===== config.mk =====
export PLATFORM = sky130hd
export DESIGN_NAME = pipeline_result_collector
export DESIGN_NICKNAME = d
export VERILOG_FILES = /design/src/rtl/pipeline_result_collector.sv
export SDC_FILE = /design/constraint.sdc
export NUM_CORES = 1
export LEC_CHECK = 0
export ABC_AREA = 0
export BUFFER_PORTS_ARGS = -buffer_cell sky130_fd_sc_hd__buf_4
export CAP_MARGIN = 40
export CELL_PAD_IN_SITES_DETAIL_PLACEMENT = 0
export CELL_PAD_IN_SITES_GLOBAL_PLACEMENT = 2
export CORE_UTILIZATION = 35
export CTS_CLUSTER_SIZE = 40
export DETAILED_ROUTE_END_ITERATION = 16
export PLACE_DENSITY = 0.87
export SYNTH_ARGS = -nofsm -noshare
export SYNTH_HDL_FRONTEND = slang
export SYNTH_SLANG_ARGS = --single-unit

===== constraint.sdc =====
create_clock -name clk -period 2.2 [get_ports clk]
set_input_delay 0.44 -clock clk [delete_from_list [all_inputs] [get_ports clk]]
set_output_delay 0.44 -clock clk [all_outputs]
set_load 0.05 [all_outputs]

===== src/rtl/pipeline_result_collector.sv =====
// Re-times the operand-valid strobe to the pipeline output, buffers captured F values
// in a small FIFO with valid/ready, and keeps running sum, count and sticky overflow.
module pipeline_result_collector #(
  parameter int N     = 10,
  parameter int LAT   = 3,
  parameter int DEPTH = 4,
  parameter int ACC_W = 16,
  parameter int CNT_W = 8
) (
  input  logic                       clk,
  input  logic                       rst_n,
  input  logic                       in_valid,
  input  logic [N-1:0]               f_in,
  input  logic                       clear,
  output logic                       out_valid,
  input  logic                       out_ready,
  output logic [N-1:0]               out_data,
  output logic [$clog2(DEPTH):0]     level,
  output logic                       full,
  output logic [ACC_W-1:0]           acc,
  output logic [CNT_W-1:0]           res_cnt,
  output logic                       overflow
);

  localparam int PW = $clog2(DEPTH);
  localparam logic [PW:0] LVL_FULL = (PW+1)'(DEPTH);

  logic [LAT-1:0] vsr;
  logic [N-1:0]   mem [DEPTH];
  logic [PW-1:0]  wr_ptr;
  logic [PW-1:0]  rd_ptr;
  logic [PW:0]    count;
  logic           cap;
  logic           rd;
  logic           wr;
  logic           drop;

  assign cap       = vsr[LAT-1];
  assign full      = (count == LVL_FULL);
  assign out_valid = (count != '0);
  assign level     = count;
  assign out_data  = mem[rd_ptr];
  assign rd        = out_valid && out_ready;
  // A pop on the same edge frees the slot, so a capture into a full FIFO still lands.
  assign wr        = cap && (!full || rd);
  assign drop      = cap && full && !rd;

  always_ff @(posedge clk or negedge rst_n) begin
    if (!rst_n) begin
      vsr <= '0;
    end else begin
      vsr[0] <= in_valid;
      for (int i = 1; i < LAT; i++) begin
        vsr[i] <= vsr[i-1];
      end
    end
  end

  always_ff @(posedge clk or negedge rst_n) begin
    if (!rst_n) begin
      for (int i = 0; i < DEPTH; i++) begin
        mem[i] <= '0;
      end
      wr_ptr <= '0;
      rd_ptr <= '0;
      count  <= '0;
    end else begin
      if (wr) begin
        mem[wr_ptr] <= f_in;
        wr_ptr      <= wr_ptr + PW'(1);
      end
      if (rd) begin
        rd_ptr <= rd_ptr + PW'(1);
      end
      case ({wr, rd})
        2'b10:   count <= count + (PW+1)'(1);
        2'b01:   count <= count - (PW+1)'(1);
        default: count <= count;
      endcase
    end
  end

  // clear restarts the statistics but still counts a write landing on the same edge.
  always_ff @(posedge clk or negedge rst_n) begin
    if (!rst_n) begin
      acc      <= '0;
      res_cnt  <= '0;
      overflow <= 1'b0;
    end else begin
      if (clear) begin
        acc     <= wr ? {{(ACC_W-N){1'b0}}, f_in} : '0;
        res_cnt <= wr ? CNT_W'(1) : '0;
      end else if (wr) begin
        acc     <= acc + {{(ACC_W-N){1'b0}}, f_in};
        res_cnt <= res_cnt + CNT_W'(1);
      end
      if (drop) begin
        overflow <= 1'b1;
      end else if (clear) begin
        overflow <= 1'b0;
      end
    end
  end

endmodule


==> summary.md <==
| Metric | Value |
|---|---|
| Post-synthesis sequential area ratio | a little under 50% |
| Post-Synthesis Cells | approximately 310 |
| Post-route ant nets | 0 |
| Core Area | roughly 0.010 sq mm |
| Num rows | 37 |
| Die Wd | ~110 um |
| WS Path Type | flop to flop |
| Syn_nets | roughly 340 |
| CTS tree | done |
| Fraction of layout cells with a size suffix above 1 | between 40% and 50% |
| Synth Cell Area | roughly 0.0038 sq mm |
| Worst VDD drop | 926 uV |
| Area grow syn2layout | 24.4% |
| Fillcell total | between 900 and 1000 |
| Drt pass-1 iters | 4 |
| Met1 usage | between 20% and 30% |
| CP startpoint kind | flop |
| Final Setup Violations | 0 |
| Synth warnings | 0 |
| Post-DP HPWL | 5.85 mm |
| Crit-path slowest cell | dfrtp_2 |
| Placed Cells | roughly 510 |
| Setup TNS | 0 ns |
| DRC violations left | 0 |
| Die height | roughly 110 um |
| Root buf cell | clkbuf_8 |
| GRT Util Overall | 16.1% |
| H-tree levels | 3 |
| Final-report max-slew violation count | 0 |
| PnR worst setup slack | around 0.057 ns |
| Sink Count | 75 |
| Period utilisation layout | between 90% and 100% |
| Clk pin slew, worst setup/hold paths | roughly 0.080 ns |
| Detailed Route WL | 8.13 mm |
| Cts hold-fix bufs | 0 |
| Via density | ~5 |
| Crit path required time | around 2.4 ns |
| Crit-path max cell delay | 0.43 ns |
| Reg2Reg Setup Slack | ~0.057 ns |
| Nets | about 420 |
| Final cell count without fillers | ~520 |
| RSZ-0062 raised after global routing | true |
| Initial antenna violation count | 0 |
| CTS Buf Count | 9 |
| # IOs | 55 |
| CP max FO | 5 |
| Mean post-synth cell area | between 10 and 15 sq um |
| Reg2Reg Launch Point | acc[0] |
| Worst Clk Skew | 0.00739 ns |
| Async set-reset flop share out of synthesis | 100% |
| Number of port buffers | 54 |
| Yosys cell types | 40 |
| Min Tclk post-route | 2.14 ns |
| Most used routing layer | met2 |
| Setup crit start | acc[0] |
| Final Wtd Congestion | about 0.74 |
| WP data arrival | between 2 and 2.5 ns |
| Slew of the pin with the lowest slew margin | about 0.45 ns |
| Clock Path Buffers | 2 |
| Worst setup EP type | flop |
| Power density cells | 1440 mW/mm^2 |
| FMAX | approximately 470 MHz |
| Initial drt markers | 80 |
| Pwr Total | approximately 6.8 mW |
| Setup WS pre-CTS | -0.0963 ns |
| Endpoints failing hold | 0 |
| Antenna cells | 0 |
| Max cap viols | 0 |
| Buf/Inv on CP | 0 |
| Die area | ~0.011 sq mm |
| R2R cell count | 8 |
| Routed WL per cell | between 15 and 20 um |
| Critical path, cell by cell | ha_4 > fa_2 > a21o_1 > a221o_1 > a21oi_2 > nor3b_1 > xnor2_1 > nor2_1 |
| Primary FF master, synth | dfrtp_1 |
| #FFs+latches synth | 75 |
| Crit-path leading delay family | compound AO/OA/AOI/OAI gates |
| Initial Utilization | 36.3% |
| Pin count of the biggest net entering global routing | 45 |
| Slew HR | between 60% and 70% |
| Post-synth EDFFs | 0 |
| Met3 usage | roughly 2.3% |
| Gr ovfl total | 0 |
| First-pass GRT wire length | 13.7 mm |
| Core Util, Final | 45.1% |
| Reg2reg end | acc[14] |
| Outcome | finished, final reports clean |
| Hold Crit Class | input pin to async pin |
| Clock Latency Late Sink | roughly 0.36 ns |
| Vias in the first global route | 2716 |
| Via count | roughly 2600 |
| GRT met2 Usage | 25.9% |
| Pleak | 2.11 nW |
## flip-flops by register name, indices dropped and copies added, names as in the netlist
register,count
vsr,3
acc,16
res_cnt,8
mem,40
overflow,1
wr_ptr,2
level,3
rd_ptr,2
## worst max-delay path by stage
stage | to | slack, ns | depth (start not counted)
final | acc[14] | 0.06 | 8
after global routing | acc[14] | -0.03 | 8
after CTS | acc[14] | 0.001 | 8
after detailed placement | acc[14] | -0.1 | 9
after global placement | acc[14] | -0.08 | 9
after floorplan | level[2] | -0.04 | 11
## Yosys cell counts, types with 2 or more instances
cell type | count | share of area, %
a21o_1 | 3 | 0.60
a21oi_1 | 17 | 2.3
a31oi_1 | 3 | 0.50
and2_1 | 3 | 0.50
and3_1 | 3 | 0.50
buf_2 | 2 | 0.26
buf_6 | 3 | 0.89
clkbuf_1 | 4 | 0.40
dfrtp_1 | 75 | 50
fa_1 | 2 | 1.1
ha_1 | 16 | 5.3
inv_1 | 6 | 0.60
mux2_2 | 40 | 12
mux2i_1 | 3 | 0.79
mux4_2 | 10 | 6.0
nand2_1 | 16 | 1.6
nand2_2 | 4 | 0.66
nand3_1 | 9 | 1.2
nand4_1 | 5 | 0.83
nor2_1 | 16 | 1.6
nor3b_1 | 3 | 0.60
o21ai_0 | 21 | 2.8
or2_2 | 2 | 0.33
or3_1 | 6 | 0.99
xnor2_1 | 7 | 1.6
xor2_1 | 15 | 3.5
## report_power, final
part / leakage, nW / total [mW] / internal (mW) / switching, mW
Sequential: 0.920 / 2.25 / 1.90 / 0.347
Clock: 0.0859 / 0.979 / 0.444 / 0.535
Combinational: 1.11 / 3.56 / 1.51 / 2.05
Total: 2.11 / 6.79 / 3.86 / 2.93
## layout make-up
cell class	count	area (sq um)	share of cell area, %
well taps	136	170	3.62
clock buffers	11	141	3.01
inverters	7	33.8	0.718
flip-flops and latches	75	1880	40.0
repair buffers	74	581	12.3
clock inverters	5	37.5	0.798
multi-input cells	216	1860	39.5
## metrics by stage
step / instance area, sq um / hold slack, ns
global placement: 4520 / 0.332
CTS: 4690 / 0.0229
finish: 4700 / 0.0214
floorplan: 3830 / 0.144
detailed placement: 4520 / 0.336
global route: 4700 / 0.0427
## worst register-to-register path, delay by kind of cell, from the launching register on
family                   cells  cell delay (ns)
XOR/XNOR                     1             0.14
adder cells (fa/ha/maj)      2             0.52
AO/OA/AOI/OAI                3             0.78
flip-flops                   1             0.43
AND/OR/NAND/NOR              2             0.14
## metal layers
metal  routed length (um)  part of all wire, %  vias to the layer above
li1                     -                    -                     1258
met1                 3900                   48                     1304
met2                 3880                   48                       40
met3                  181                  2.2                       12
met4                  167                  2.1                        0
met5                    0                    0                        -
## logic make-up (layout without fill, tap and decap cells)
group           after synthesis  count (layout)  share of synthesized area, %
compound gates               51              51                          7.58
buf+inv                      17              97                          2.42
simple gates                 72              72                          10.3
flops                        75              75                          49.6
mux                          53              53                          18.7
fa+ha+maj                    18              18                          6.35
xor+xnor                     22              22                          5.10
## timing repair
action                                  4_1_cts  5_1_grt
resized for setup                             0        2
endpoints found under the setup margin        0        4
setup buffers                                 0        1
## cells in the final DEF (no fill, tap or decap), types with 2 or more instances in the layout
cell        netlist  routed
buf_4             0      72
dfrtp_1          75      71
mux2_2           40      40
o21ai_0          21      19
a21oi_1          17      17
nor2_1           16      16
nand2_1          16      16
xor2_1           15      15
ha_1             16      14
mux4_2           10      10
clkbuf_8          0      10
nand3_1           9       9
xnor2_1           7       7
inv_1             6       6
nand4_1           5       5
or3_1             6       5
nand2_2           4       4
dfrtp_2           0       4
and3_1            3       3
and2_1            3       3
a21o_1            3       3
nor3b_1           3       3
a31oi_1           3       3
o21ai_1           1       3
mux2i_1           3       3
or2_2             2       2
fa_2              0       2
ha_4              0       2
clkinvlp_4        0       2
buf_12            0       2
No activity file was read; power rests on OpenSTA's default activity.
